--- src/rtl/calc_sequencer.sv ---
// rtl/calc_sequencer.sv - collects two operand bytes and an op, launches the external ALU, captures its result
// Optional divide-by-zero guard is compiled in with `define DIV0_CHECK_EN.
module calc_sequencer #(
  parameter int TIMEOUT_CYC = 3000,
  parameter int ALU_LAT     = 2
) (
  input  logic        clk,
  input  logic        rst,
  input  logic        done1,
  input  logic [7:0]  rdata1,
  input  logic        done2,
  input  logic [7:0]  rdata2,
  input  logic        add,
  input  logic        sub,
  input  logic        mult,
  input  logic        div,
  input  logic [31:0] alu_result,
  output logic [7:0]  data1,
  output logic [7:0]  data2,
  output logic [2:0]  alu_sel,
  output logic        start,
  output logic [31:0] result,
  output logic        res_valid,
  output logic        busy,
  output logic        timeout,
  output logic        err
);
  localparam int            CW        = $clog2(TIMEOUT_CYC + 1);
  localparam logic [CW-1:0] IDLE_LAST = CW'(TIMEOUT_CYC - 1);
  localparam logic [3:0]    LAT_LAST  = 4'(ALU_LAT);
  localparam logic [2:0]    SEL_ADD   = 3'b000;
  localparam logic [2:0]    SEL_SUB   = 3'b001;
  localparam logic [2:0]    SEL_MUL   = 3'b010;
  localparam logic [2:0]    SEL_DIV   = 3'b100;
  localparam logic [2:0]    SEL_NONE  = 3'b101;

  typedef enum logic [1:0] {COLLECT, ARMED, EXEC, DONE} state_t;

  state_t        state, state_nxt;
  logic [7:0]    data1_nxt, data2_nxt;
  logic          a_vld, a_vld_nxt, b_vld, b_vld_nxt, op_pend, op_pend_nxt;
  logic [2:0]    alu_sel_nxt, op_code;
  logic [31:0]   result_nxt;
  logic          res_valid_nxt, start_nxt, timeout_nxt, err_q, err_nxt;
  logic [3:0]    lat_cnt, lat_cnt_nxt;
  logic [CW-1:0] idle_cnt, idle_cnt_nxt;
  logic          byte_in, op_in, go_exec, flush;

  always_comb begin
    state_nxt     = state;
    data1_nxt     = data1;
    data2_nxt     = data2;
    a_vld_nxt     = a_vld;
    b_vld_nxt     = b_vld;
    op_pend_nxt   = op_pend;
    alu_sel_nxt   = alu_sel;
    result_nxt    = result;
    res_valid_nxt = res_valid;
    lat_cnt_nxt   = lat_cnt;
    idle_cnt_nxt  = idle_cnt;
    start_nxt     = 1'b0;
    timeout_nxt   = 1'b0;
    err_nxt       = err_q;
    go_exec       = 1'b0;
    flush         = 1'b0;
    byte_in       = done1 | done2;
    op_in         = add | sub | mult | div;
    op_code       = SEL_DIV;
    if (add)       op_code = SEL_ADD;
    else if (sub)  op_code = SEL_SUB;
    else if (mult) op_code = SEL_MUL;

    // Inputs are only accepted outside EXEC; anything arriving during EXEC is dropped.
    if (state != EXEC) begin
      if (done1) begin
        data1_nxt = rdata1;
        a_vld_nxt = 1'b1;
      end
      if (done2) begin
        data2_nxt = rdata2;
        b_vld_nxt = 1'b1;
      end
      if (op_in) begin
        op_pend_nxt = 1'b1;
        alu_sel_nxt = op_code;
      end
      if (byte_in)                     idle_cnt_nxt = '0;
      else if (idle_cnt == IDLE_LAST)  flush = 1'b1;
      else                             idle_cnt_nxt = idle_cnt + CW'(1);
    end

    case (state)
      COLLECT: if (a_vld && b_vld) state_nxt = ARMED;
      ARMED:   if (op_pend) go_exec = 1'b1;
      EXEC: begin
        if (lat_cnt == LAT_LAST) begin
          result_nxt    = alu_result;
          res_valid_nxt = 1'b1;
          state_nxt     = DONE;
        end else begin
          lat_cnt_nxt = lat_cnt + 4'd1;
        end
      end
      DONE: begin
        if (byte_in || op_in) begin
          go_exec       = 1'b1;
          res_valid_nxt = 1'b0;
        end
      end
      default: state_nxt = COLLECT;
    endcase

    if (go_exec) begin
      state_nxt   = EXEC;
      lat_cnt_nxt = '0;
      start_nxt   = 1'b1;
      err_nxt     = 1'b0;
`ifdef DIV0_CHECK_EN
      // Judged on the operands EXEC would actually hold, including this cycle's update.
      if (alu_sel_nxt == SEL_DIV && data2_nxt == 8'd0) begin
        state_nxt     = DONE;
        start_nxt     = 1'b0;
        err_nxt       = 1'b1;
        result_nxt    = '0;
        res_valid_nxt = 1'b0;
      end
`endif
    end

    if (flush) begin
      state_nxt     = COLLECT;
      data1_nxt     = '0;
      data2_nxt     = '0;
      a_vld_nxt     = 1'b0;
      b_vld_nxt     = 1'b0;
      op_pend_nxt   = 1'b0;
      alu_sel_nxt   = SEL_NONE;
      result_nxt    = '0;
      res_valid_nxt = 1'b0;
      start_nxt     = 1'b0;
      timeout_nxt   = 1'b1;
      err_nxt       = 1'b0;
      idle_cnt_nxt  = '0;
    end
`ifndef DIV0_CHECK_EN
    err_nxt = 1'b0;
`endif
  end

  always_ff @(posedge clk or negedge rst) begin
    if (!rst) begin
      state     <= COLLECT;
      data1     <= '0;
      data2     <= '0;
      a_vld     <= 1'b0;
      b_vld     <= 1'b0;
      op_pend   <= 1'b0;
      alu_sel   <= SEL_NONE;
      result    <= '0;
      res_valid <= 1'b0;
      start     <= 1'b0;
      timeout   <= 1'b0;
      err_q     <= 1'b0;
      lat_cnt   <= '0;
      idle_cnt  <= '0;
    end else begin
      state     <= state_nxt;
      data1     <= data1_nxt;
      data2     <= data2_nxt;
      a_vld     <= a_vld_nxt;
      b_vld     <= b_vld_nxt;
      op_pend   <= op_pend_nxt;
      alu_sel   <= alu_sel_nxt;
      result    <= result_nxt;
      res_valid <= res_valid_nxt;
      start     <= start_nxt;
      timeout   <= timeout_nxt;
      err_q     <= err_nxt;
      lat_cnt   <= lat_cnt_nxt;
      idle_cnt  <= idle_cnt_nxt;
    end
  end

  assign busy = (state == EXEC);
  assign err  = err_q;

endmodule
--- config.mk ---
export PLATFORM = sky130hd
export DESIGN_NAME = calc_sequencer
export DESIGN_NICKNAME = d
export VERILOG_FILES = /design/src/rtl/calc_sequencer.sv
export SDC_FILE = /design/constraint.sdc
export NUM_CORES = 1
export LEC_CHECK = 0
export CAP_MARGIN = 0
export CORE_MARGIN = 1
export CORE_UTILIZATION = 45
export CTS_BUF_LIST = sky130_fd_sc_hd__clkbuf_4 sky130_fd_sc_hd__clkbuf_8
export DETAILED_ROUTE_END_ITERATION = 8
export PLACE_DENSITY_LB_ADDON = 0.1
export SYNTH_ARGS = -nofsm -noshare
export SYNTH_HDL_FRONTEND = slang
export SYNTH_SLANG_ARGS = --single-unit
--- constraint.sdc ---
create_clock -name clk -period 4.4 [get_ports clk]
set_clock_uncertainty 0.15 [all_clocks]
set_input_delay 0.88 -clock clk [delete_from_list [all_inputs] [get_ports clk]]
set_output_delay 0.88 -clock clk [all_outputs]
set_load 0.01 [all_outputs]
---- After elaboration in Yosys (flattened, before gate mapping) ----
Index checks and enable logic that the tools add are counted.
storage, ports and cells
  word-level logic and storage cells ...... 100
  input port bits ......................... 56
  output and inout bits ................... 56
  flip-flop bits (word level) ............. 75
cells by class
  eq/ne operators ......................... 12
  bitwise operators ....................... 4
  multiplexer cells ....................... 49
  add/sub/neg operators ................... 2
  reduce and logical (&&, ||, !) cells .... 20
operator list
  cell                                                 count
  two-way mux 32 bit                                   3
  two-way mux 12 bit                                   4
  two-way mux 8 bit                                    6
  two-way mux 1 bit                                    20
  two-way mux 3 bit                                    6
  nonzero test 2 bit                                   7
  adder 12 x 1 -> 12 bit, second input constant        1
  equality test 12 bit, second input constant          1
  two-way mux 4 bit                                    3
  AND reduction 2 bit                                  6
  two-way mux 2 bit                                    4
  != test 3 bit, second input constant                 2
  AND reduction 3 bit                                  2
  adder 4 x 1 -> 4 bit, second input constant          1
  equality test 2 bit, second input constant           2
  equality test 4 x 2 -> 1 bit, second input constant  1
  != test 2 bit, second input constant                 2
  != test 4 x 1 -> 1 bit, second input constant        1
  != test 4 bit, second input constant                 1
  OR 1 bit                                             4
  case mux 1 bit (2 select lines)                      2
  case mux 2 bit (2 select lines)                      1
  nonzero test 4 bit                                   1
  != test 3 x 1 -> 1 bit, second input constant        1
  5 further kinds                                      5

---- Longest topological paths before layout ----
  depth after elaboration ................. 8
  gate-level depth with buffers ........... 7
  depth with buffers taken out ............ 6

---- Worst setup path after synthesis ----
No wires, ideal clock.
  path kind ............................... input-to-reg
  from .................................... input mult
  to ...................................... register start
  arrival ................................. 1.937 ns
  path slack .............................. 2.184 ns
  library setup time ...................... 0.129 ns
  buffers on the path ..................... 0
  stages on the path ...................... 4
  data required time ...................... 4.121 ns
  cell sequence ........................... or4_1 > o31ai_2 > a21boi_1 > nor2b_1
on the way
  word-level cells in the longest chain between the ends .. 7
ends and longest elaborated chain
  item                             line  RTL
  start: declaration               15    input logic mult,
  OR 1 bit (2 in series)           67    op_in = add | sub | mult | div;
  logical OR 1 bit                 105   if (byte_in || op_in) begin
  two-way mux 1 bit                105
  case mux 1 bit (2 select lines)  92    case (state)
  two-way mux 1 bit                113   if (go_exec) begin
  two-way mux 1 bit                130   if (flush) begin
  named net start_nxt              44    logic res_valid_nxt, start_nxt, timeout_nxt, err_q, err_nxt;
  end signal: assignment           176   start <= start_nxt;
  end: declaration                 21    output logic start,
The timed path passes the listed nets, and every way through them passes these cells.
A chain may end at the register's enable or synchronous reset.

---- Final worst setup path ----
  from .................................... input done2
  to ...................................... register a_vld
on the way
  word-level cells in the longest chain between the ends .. 5
  elaborated cells on any way between the ends .. 7
  those cells by class .................... 3 x mux; 1 x bitwise; 3 x reduce/logical
ends and longest elaborated chain
  item                                  line  RTL
  start: declaration                    11    input logic done2,
  OR 1 bit *                            66    byte_in = done1 | done2;
  two-way mux 1 bit *                   87    if (byte_in) idle_cnt_nxt = '0;
  two-way mux 1 bit *                   74    if (state != EXEC) begin
  named net flush                       47    logic byte_in, op_in, go_exec, flush;
  nonzero test 2 bit (no source line)   -
  AND reduction 2 bit (no source line)  -
  end signal: assignment                170   a_vld <= a_vld_nxt;
  end: declaration                      41    logic a_vld, a_vld_nxt, b_vld, b_vld_nxt, op_pend, op_pend_nxt;
Mark *: on every way through the listed nets, which the timed path passes. The rest lies on a longest branch.

==> metrics <==
outcome finished, final reports clean; Slew Limit Fails 0; minimum clock period between 2 and 3 ns; Post-CTS Hold Fix Bufs 0; Clock Latency Late Sink between 0.3 and 0.4 ns; top_reg_cell synth dfrtp_1; leakage power 1.918 nW; Synth top area share 56.77%; Critical Path RT around 4.5 ns; Max Cap Viol 0; largest family of logic cells by synthesized area compound AO/OA/AOI/OAI gates; post-synthesis xor/xnor area fraction 1.361%; total congestion overflow 0; Seq pwr share 40.0%; Ys Warns 0; die footprint approximately 7500 µm²; Adder-Cell Fraction of Synth Area about 1.2%; htree depth 3; critical path type input pin to flip-flop; period utilization between 60% and 70%; All-Layer GR Usage 21.05%; drc violations 0; Net Switching between 0.0009 and 0.001 W; Worst-path clk slew 0.08 ns; Rows 30; worst-margin pin slew around 0.93 ns; num ports around 110; TritonCTS clock tree built; share of post-route cells with drive strength above 1 7.073%; Yosys top cell by area dfrtp_1; Worst Hold Path Cells 2; Comb power frac a little over two fifths; Post-Synthesis Cell Area roughly 3200 µm²; core area about 7000 µm²; Final Wtd Congestion about 0.86; worst reg2reg startpoint idle_cnt[0]; Final setup viols 0; worst reg2reg path depth 5; Via density 5.322; most frequent cells in the layout clkdlybuf4s50_1, dfrtp_1, nand2_1; total chip power ~0.0028 W; slew margin rel. a little under two fifths; Post-Syn Instances 297; Sum Neg Setup Slack 0 ns; post-DR wirelength/cell 15.04 µm; flops & latches, synth 75; Setup WS post-layout between 1 and 1.5 ns; TritonCTS Buffers 9; Crit Path Max Fanout 16; Synth cell types between 40 and 50; Die Y between 80 and 90 µm; Cells after DPL a little under 500; largest net degree at the start of global routing 76; Max clock buf depth 2; first-pass GRT wire length around 12000 µm; Post-Route WL about 7600 µm; Power Internal around 0.0018 W; Via Count between 2000 and 3000; CTS root buf clkbuf_8; area growth from synthesis to layout 41.25%; Post-Syn Nets about 360; number of diodes 0; CP Data Arrival Time 3.01 ns; Initial Util 46.85%; initial antenna violation count 0; synth top area cells dfrtp_1, a22o_1, nand2_1; initial DRC count 173; Die W slightly below 90 µm; final hold violations 0; post-synthesis compound-gate area fraction around a fifth; hpwl dp just over 5000 µm; fmax approximately 0.34 GHz; drt pass-1 iters 4; Cell Count, Final, Fillers Out roughly 510; final net count around 460; Clock power frac about 18%; Worst Min Path Start alu_sel[2]; pre-CTS setup slack ~1.1 ns; number of global-route vias before repair around 2500; most common cell after layout, fill and taps aside clkdlybuf4s50_1; RSZ-0062 raised after global routing false; Setup crit start kind input pin; Worst IR Drop VDD 0.3050 mV; Net Sw Frac between 30% and 40%; Storage cell area about 1900 µm²; clock sinks 75; I/O Buffers 110; Hold Crit Class flip-flop to flip-flop; Mean Syn Cell Area 10.84 µm²; Post-synth ARST share 100.0%; power density over the cells roughly 620 nW/µm²; Multi-input gate area about 1200 µm²; Post-synth EDFFs 0; post_cts resized 0; Antenna Violating Nets Remaining 0; Seq/Total Area, Yosys about three fifths; mux share of post-synthesis cell area 0%; Worst setup EP type flip-flop; filler cell count 554; simple-gate area share of the yosys netlist between 10% and 20%; crit path from done2; Post-CTS Setup Bufs 0
==> power groups by stage <==
| stage | Sequential (W) | Combinational (W) | Clock [W] |
|---|---|---|---|
| detailed placement | 0.00112 | 0.00119 | 0 |
| CTS | 0.00112 | 0.00119 | 0.000504 |
| floorplan | 0.00122 | 0.000456 | 0 |
| global route | 0.00115 | 0.00128 | 0.000531 |
| finish | 0.00112 | 0.00118 | 0.000492 |
| global placement | 0.00113 | 0.00117 | 0 |
==> worst max-delay path, cell delays in order <==
cell and delay (ns):
clkdlybuf4s50_1 0.53, nor3_1 0.38, nand4_1 0.62, nor2_1 0.50, nor2_1 0.10
==> cell families after synthesis <==
logic type | count (synthesis)
AND/OR/NAND/NOR | 103
adder cells (fa/ha/maj) | 3
other | 1
AO/OA/AOI/OAI | 87
flip-flops | 75
buffers and inverters | 23
XOR/XNOR | 5
==> worst paths after layout <==
check                                   end  slack (ns)
worst max-delay path                  a_vld        1.46
min in group asynchronous       idle_cnt[6]        0.49
worst min-delay path             alu_sel[2]        0.31
worst min register to register   alu_sel[2]        0.31
max in group asynchronous        lat_cnt[1]        2.97
worst max register to register        a_vld        2.02
==> metal layers <==
metal	part of all wire, %	track usage, %	vias to the layer above
li1	-	-	1293
met1	46	29.24	1302
met2	46	32.32	86
met3	6.2	5.048	12
met4	1.9	7.727	0
met5	0	0	-
==> per-stage QoR <==
| stage | instance area, µm² | util, % | hold slack, ns |
|---|---|---|---|
| finish | 4546 | 66.17 | 0.3108 |
| global route | 4546 | 66.17 | 0.3365 |
| CTS | 4546 | 66.17 | 0.3132 |
| detailed placement | 4364 | 63.53 | 0.3029 |
| global placement | 4364 | 63.53 | 0.3044 |
| floorplan | 3218 | - | 0.3159 |
==> synth_stat cells (2+ instances only) <==
cell       n
dfrtp_1   73
nand2_1   44
a22o_1    32
o21ai_0   25
nor2_1    16
nand3_1    9
a21oi_1    8
a31oi_1    8
inv_1      7
buf_2      6
nand4_1    6
buf_4      4
nor3_1     4
or3_1      4
and3_1     3
ha_1       3
nor2b_1    3
nor4_1     3
xor2_1     3
and2_1     2
clkbuf_1   2
dfstp_2    2
nand2b_1   2
o22ai_1    2
xnor2_1    2
==> sequential cells by signal, indices dropped and copies added, names as in the netlist <==
signal     count
lat_cnt        4
data1          8
data2          8
state          2
res_valid      1
idle_cnt      12
alu_sel        3
start          1
timeout        1
op_pend        1
a_vld          1
b_vld          1
result        32
==> area by class of cell <==
cell class / instances / share of cell area, %
multi-input cells: 199 / 26.86
clock inverters: 7 / 1.266
flip-flops and latches: 75 / 41.34
inverters: 8 / 0.6606
repair buffers: 112 / 24.50
clock buffers: 9 / 2.725
well taps: 96 / 2.642
No activity file was read; power rests on OpenSTA's default activity.
